--- config.mk ---
export PLATFORM = sky130hd
export DESIGN_NAME = piso_serializer
export DESIGN_NICKNAME = d
export VERILOG_FILES = /design/src/rtl/piso_pkg.sv /design/src/rtl/piso_serializer.sv
export SDC_FILE = /design/constraint.sdc
export NUM_CORES = 1
export LEC_CHECK = 0
export CAP_MARGIN = 0
export CORE_UTILIZATION = 47
export DETAILED_ROUTE_END_ITERATION = 16
export GPL_ROUTABILITY_DRIVEN = 0
export MAX_ROUTING_LAYER = met4
export PLACE_DENSITY_LB_ADDON = 0.1
export SYNTH_ARGS = -nofsm -noshare
export SYNTH_HDL_FRONTEND = slang
export SYNTH_SLANG_ARGS = --single-unit
--- constraint.sdc ---
create_clock -name clk -period 1.77 [get_ports clk]
set_input_delay 0.354 -clock clk [delete_from_list [all_inputs] [get_ports clk]]
set_output_delay 0.354 -clock clk [all_outputs]
set_load 0.01 [all_outputs]
--- src/rtl/piso_pkg.sv ---
// Shared types for the parallel-in/serial-out serializer.
//   state_t : serializer control state (IDLE, SHIFT)
package piso_pkg;

  typedef enum logic {
    IDLE  = 1'b0,
    SHIFT = 1'b1
  } state_t;

endpackage : piso_pkg

--- src/rtl/piso_serializer.sv ---
// Parallel-in/serial-out serializer with a valid/ready load handshake.
// Accepts WIDTH-bit words and streams them one bit per shift_en tick, MSB- or
// LSB-first, with zero-gap back-to-back words and a last-bit flag.
//
// Ports:
//   clk         in   single clock, all logic on posedge
//   rst         in   synchronous active-high reset
//   in_valid    in   producer presents in_data
//   in_ready    out  a word can be accepted this cycle
//   in_data     in   WIDTH-bit parallel word
//   lsb_first   in   bit order captured at acceptance (1 = LSB first)
//   shift_en    in   bit-rate tick; stream advances only when 1
//   sout        out  registered serial data (IDLE_LEVEL when idle)
//   sout_valid  out  sout carries a word bit
//   sout_last   out  sout carries the final bit of the word
//   busy        out  a word is in flight (same as sout_valid)
module piso_serializer #(
  parameter int   WIDTH      = 8,
  parameter logic IDLE_LEVEL = 1'b0
) (
  input  logic             clk,
  input  logic             rst,
  input  logic             in_valid,
  output logic             in_ready,
  input  logic [WIDTH-1:0] in_data,
  input  logic             lsb_first,
  input  logic             shift_en,
  output logic             sout,
  output logic             sout_valid,
  output logic             sout_last,
  output logic             busy
);
  import piso_pkg::*;

  localparam int             CNT_W    = $clog2(WIDTH);
  localparam logic [CNT_W-1:0] CNT_LAST = CNT_W'(WIDTH - 1);
  localparam logic [CNT_W-1:0] CNT_PRE  = CNT_W'(WIDTH - 2);

  state_t           state_q;
  logic [CNT_W-1:0] cnt_q;
  logic [WIDTH-1:0] shreg_q;
  logic [WIDTH-1:0] load_d;
  logic             sout_q;
  logic             sout_valid_q;
  logic             sout_last_q;

  logic at_last;
  logic accept;
  logic shift_mid;

  assign at_last   = (cnt_q == CNT_LAST);
  assign in_ready  = (state_q == IDLE) || (at_last && shift_en);
  assign accept    = in_valid && in_ready;
  assign shift_mid = (state_q == SHIFT) && shift_en && !at_last;

  // Normalise the word so the next bit to send always sits at the MSB;
  // LSB-first words are bit-reversed once at load time.
  always_comb begin
    load_d = in_data;
    if (lsb_first) begin
      for (int i = 0; i < WIDTH; i++) begin
        load_d[WIDTH-1-i] = in_data[i];
      end
    end
  end

  // Control and output registers
  always_ff @(posedge clk) begin
    if (rst) begin
      state_q      <= IDLE;
      cnt_q        <= '0;
      sout_q       <= IDLE_LEVEL;
      sout_valid_q <= 1'b0;
      sout_last_q  <= 1'b0;
    end else begin
      case (state_q)
        IDLE: begin
          if (accept) begin
            state_q      <= SHIFT;
            cnt_q        <= '0;
            sout_q       <= load_d[WIDTH-1];
            sout_valid_q <= 1'b1;
            sout_last_q  <= 1'b0;
          end
        end
        SHIFT: begin
          if (shift_en) begin
            if (at_last) begin
              if (accept) begin
                // back-to-back reload: first bit of the new word, no gap
                cnt_q        <= '0;
                sout_q       <= load_d[WIDTH-1];
                sout_valid_q <= 1'b1;
                sout_last_q  <= 1'b0;
              end else begin
                state_q      <= IDLE;
                cnt_q        <= '0;
                sout_q       <= IDLE_LEVEL;
                sout_valid_q <= 1'b0;
                sout_last_q  <= 1'b0;
              end
            end else begin
              cnt_q       <= cnt_q + CNT_W'(1);
              sout_q      <= shreg_q[WIDTH-1];
              sout_last_q <= (cnt_q == CNT_PRE);
            end
          end
        end
        default: begin
          state_q      <= IDLE;
          cnt_q        <= '0;
          sout_q       <= IDLE_LEVEL;
          sout_valid_q <= 1'b0;
          sout_last_q  <= 1'b0;
        end
      endcase
    end
  end

  // Shift register holds the bits still to be presented; it carries no
  // reset because the control path decides whether its contents are used.
  always_ff @(posedge clk) begin
    if (accept) begin
      shreg_q <= load_d << 1;
    end else if (shift_mid) begin
      shreg_q <= shreg_q << 1;
    end
  end

  assign sout       = sout_q;
  assign sout_valid = sout_valid_q;
  assign sout_last  = sout_last_q;
  assign busy       = sout_valid_q;

endmodule : piso_serializer

==> results.toml, run 1 <==
[timing]
fmax_mhz = 606
worstMarginPinSlew_ps = 301
hold_violations = 0
fin_crit_sh = 0.932
skew_ps = 6.29
min_period_ps = 1650
drv_slew = 0
rsz0062_at_grt = "no"
setup_viol = 0
max_slew_margin = 0.799

[global_route]
grt_max_degree = 17
grt_pass1_vias = 542
grt_use_total = 0.176
antenna_found_initial = 0
grt_first_pass_wirelength_um = 2280
grt_overflow = 0

[finish]
fin_nets = 115
diodes = 0
final_core_util = 0.664
final_cells = 114
final_area_um2 = 1000
drive_gt1_frac = 0.173
area_delta_synth_final_pct = 31.8
final_cell_mix = "clkdlybuf4s50_1, a21oi_1, buf_4"
final_common_cell = "clkdlybuf4s50_1"

[min_path]
min_delay_path_depth = 2
min_to = "sout_last"
hp-class = "register to register"
min_from = "sout_last"

[floorplan]
start_util = 0.504
fp-row-count = 14
io_pins = 18
die_w_um = 42.2
core_area_um2 = 1510
die_area_um2 = 1780
die_y_um = 42.2

[placement]
postPlaceCellArea_um2 = 962
hpwlAfterDp_um = 1090
io_buffers = 17
place_inst = 108

[status]
outcome = "finished, final reports clean"

[yosys]
synth_seq_area_share = 0.461
synth.avg_cell_area_um2 = 10.4
ys_ff_latch = 14
syn_inst = 73
synthesis.nets = 89
synth_top_area_share = 0.277
yosysUniqueCellTypes = 25
syn-cell-area_um2 = 759
yosys_warnings = 0
synth_area_leaders = "edfxtp_1, dfxtp_1, mux2i_1"
synth_top_cell_by_area = "edfxtp_1"

[worst_setup_path]
crit_arrival_ps = 1300
cp-start-kind = "register"
end_kind = "output port"
timing.rr.end = "shreg_q[6]"
rr_worst_depth = 7
r2r-start = "cnt_q[0]"
r2r_slack_ps = 210
worstPathMaxFanout = 2
path_class = "register to output port"
worstPathRequired_ps = 1420

[clock_tree]
postCtsHoldBufs = 0
cts_tree = "done"
clock-sinks = 14
cts_htree_levels = 1
ctsRootBufferMaster = "clkbuf_4"
clk_pin_slew_ps = 80
clock_path_buffers = 2
cts_buffers = 3
clock_latency_ps = 280

[drt]
vias = 614
drt_first_pass_iters = 4
wl_per_cell_um = 12.9
drc = 0
wl_um = 1470
ant_nets = 0
drtIter0Drc = 6
vias_per_cell = 5.39

[power_and_ir_drop]
p_per_area_nw_per_um2 = 716
cellLeakagePower_nw = 0.409
ir_drop_uv = 485

[flow_run]
maxCapViolCount = 0
worst max path at each step:
stage | startpoint | endpoint | slack [ps]
6_report | cnt_q[0] | in_ready | 120
3_3_place_gp | shift_en | in_ready | -60
4_1_cts | cnt_q[0] | in_ready | 0.1
3_5_place_dp | shift_en | in_ready | -70
5_1_grt | cnt_q[1] | in_ready | 70
2_1_floorplan | in_valid | shreg_q[1] | 140
kinds of logic after synthesis:
group / count (synthesis) / synth area share
adders and majority gates: 3 / 0.0494
buffers and inverters: 11 / 0.0873
and+or+nand+nor: 12 / 0.0807
AOI/OAI and AO/OA: 24 / 0.203
DFF: 14 / 0.461
muxes: 9 / 0.119
per-stage QoR:
stage / setup WS, ps / power (W) / hold WS [ps] / setup TNS (ps)
floorplan: 143 / 0.000473 / 423 / 0
global placement: -58.7 / 0.000533 / 440 / -58.7
detailed placement: -71.3 / 0.000537 / 447 / -71.3
CTS: 0.150 / 0.000725 / 459 / 0
global route: 73.0 / 0.000752 / 501 / 0
finish: 120 / 0.000717 / 451 / 0
cell usage after synthesis:
cell / count
and2_0: 1
nand2b_1: 3
buf_8: 1
a21oi_1: 11
o2bb2ai_1: 1
edfxtp_1: 7
mux2i_1: 9
buf_2: 2
nand4_1: 1
or2b_1: 1
nand2_1: 3
clkbuf_1: 1
ha_1: 3
dfxtp_1: 7
a21bo_1: 1
inv_1: 5
buf_6: 1
a311oi_1: 1
o2111ai_1: 1
buf_4: 1
a21oi_2: 1
a221oi_1: 1
nor2_1: 3
a31oi_1: 6
a22oi_1: 1
sequential cells by signal (all words and copies together) (netlist names):
| register | cells |
|---|---|
| busy | 1 |
| sout_last | 1 |
| cnt_q | 3 |
| sout | 1 |
| shreg_q | 7 |
| state_q | 1 |
area by class of cell:
class	instances	area (µm²)
fill	129	505
tap	16	20.0
timing repair buffer	27	240
multi-input combinational	48	343
clock buffer	4	26.3
sequential	14	353
inverter	5	18.8
critical path: stages, from the launching register on:
cell and delay, ps:
dfxtp_2 320, ha_1 190, ha_1 200, a21bo_1 180, buf_2 140
routing by layer:
layer,share of wire,wire [µm],vias to the layer above,global-route usage
met1,0.50,738,275,0.229
met5,0,0,-,-
met4,0.0096,14,0,0.0750
met2,0.45,664,12,0.265
li1,-,-,325,-
met3,0.033,48,2,0.0388
power by group:
part           leakage (nW)  internal [W]  total, W  switching [W]
combinational         0.267     0.0000803  0.000146      0.0000656
clock                0.0150     0.0000873  0.000187       0.000100
sequential            0.127      0.000372  0.000384      0.0000114
repair_timing:
item,in CTS,in global routing
pin swaps,0,0
endpoints found under the setup margin,1,1
gates resized for setup,4,2
setup buffers,0,2
(Power assumes the default switching activity.)
==> inputs of run 2 (changes only) <==
SETUP_SLACK_MARGIN = 0.5   (was default)
SLEW_MARGIN = 40   (was default)
==> results.toml, run 2 (same netlist as run 1, synthesis figures left out) <==
[status]
outcome = "finished, final reports clean"

[floorplan]
core_area_um2 = 1510
start_util = 0.504
io_pins = 18
fp-row-count = 14
die_area_um2 = 1780
die_y_um = 42.2
die_w_um = 42.2

[worst_setup_path]
path_class = "register to output port"
worstPathMaxFanout = 2
worstPathRequired_ps = 1420
worstSetupStartpoint = "cnt_q[1]"
r2r_slack_ps = 250
cp-start-kind = "register"
r2r-start = "cnt_q[1]"
rr_worst_depth = 7
critPathCapture = "in_ready"
end_kind = "output port"
crit_arrival_ps = 1220
timing.rr.end = "shreg_q[3]"

[timing]
min_period_ps = 1580
setup_viol = 0
drv_slew = 0
fin_crit_sh = 0.892
fmax_mhz = 633
skew_ps = 8.89
worstMarginPinSlew_ps = 330
fin_ws_ps = 191
rsz0062_at_grt = "yes"
max_slew_margin = 0.776
hold_violations = 0

[power_and_ir_drop]
seqPwrFrac = 0.523
combPwrFrac = 0.228
p_int_w = 0.000546
p_switching_w = 0.000200
power.total_w = 0.000746
ir_drop_uv = 549
power_frac_clock = 0.249
swShare = 0.269
p_per_area_nw_per_um2 = 678
cellLeakagePower_nw = 0.429

[global_route]
grt_pass1_vias = 585
met2_usage = 0.295
grt_max_degree = 14
grt_overflow = 0
use_met1 = 0.274
use_met3 = 0.0302
grt_use_total = 0.201
antenna_found_initial = 0
top_usage_layer = "met2"
grt_first_pass_wirelength_um = 2580

[min_path]
hp-class = "register to register"

[placement]
hpwlAfterDp_um = 966
place_ws_ps = -60.5
io_buffers = 17

[drt]
drc = 0
wl_um = 1650
vias_per_cell = 5.66
drt_first_pass_iters = 4
drtIter0Drc = 18
wl_per_cell_um = 14.4
vias = 651
ant_nets = 0

[clock_tree]
clock_path_buffers = 2
cts_tree = "done"
clock-sinks = 14
ctsRootBufferMaster = "clkbuf_4"
clk_pin_slew_ps = 80
cts_buffers = 3
cts_htree_levels = 1
clock_latency_ps = 280

[finish]
fillers = 119
final_common_cell = "clkdlybuf4s50_1"
regMostFlops = "shreg_q"
fin_nets = 116
multi_input_area_um2 = 422
final_cell_mix = "clkdlybuf4s50_1, mux2i_1, a21oi_2, buf_4, edfxtp_1"
area_delta_synth_final_pct = 44.8
final_core_util = 0.730
seqCellArea_um2 = 354
drive_gt1_frac = 0.333
diodes = 0
largestRegisters = "shreg_q: 7 flops, cnt_q: 3 flops"
largest_register_ffs = 7

[flow_run]
maxCapViolCount = 0
==> run 2: changes by cell type in the layout (fill, tap and decap cells not counted), sizes merged <==
cell | before | now
clkdlybuf4s50 | 16 | 12
dlygate4sd2 | 0 | 2
buf | 11 | 12
clkdlybuf4s15 | 0 | 1
clkinv | 0 | 1
==> run 2: metrics by stage <==
step	hold WS [ps]	area [µm²]	std cells	TNS, ps
2_1_floorplan	416	795	73	0
3_3_place_gp	441	978	106	-56.9
3_5_place_dp	447	978	106	-60.5
4_1_cts	456	1070	115	0
5_1_grt	496	1100	115	0
6_report	452	1100	115	0
==> run 2: metal layers <==
layer | wire (µm) | share of wire
met1 | 780 | 0.47
met5 | 0 | 0
met2 | 755 | 0.46
met4 | 25 | 0.015
met3 | 91 | 0.055
==> run 2: worst min-delay path by stage <==
stage	from	to	cells after the start
after floorplan	rst	cnt_q[1]	1
after global placement	sout_last	sout_last	2
after detailed placement	sout_last	sout_last	2
after CTS	sout_last	sout_last	2
after global routing	sout_last	sout_last	2
final	sout_last	sout_last	2
==> run 2: critical path, stage by stage (launching register included) <==
cell	delay [ps]
dfxtp_2	340
ha_4	160
ha_4	150
a21bo_1	170
buf_2	130
==> run 2: cell type report <==
class                   count  area share
clock buffers               3      0.0205
clock inverters             1     0.00341
inverters                   5      0.0171
multi-input cells          48       0.383
flip-flops and latches     14       0.322
well taps                  16      0.0182
repair buffers             28       0.235
==> run 2: timing repair <==
action / CTS / global route
hold buffers: 0 / 0
resized for setup: 22 / 9
setup buffers: 4 / 0
cloned: 1 / 0
endpoints found under the setup margin: 25 / 25
pin swaps: 7 / 1
==> run 2: power groups by stage <==
stage / combinational, W / clock, W / sequential [W]
finish: 0.000170 / 0.000185 / 0.000390
floorplan: 0.0000838 / 0 / 0.000392
CTS: 0.000160 / 0.000190 / 0.000387
global route: 0.000182 / 0.000204 / 0.000393
detailed placement: 0.000142 / 0 / 0.000392
global placement: 0.000141 / 0 / 0.000392
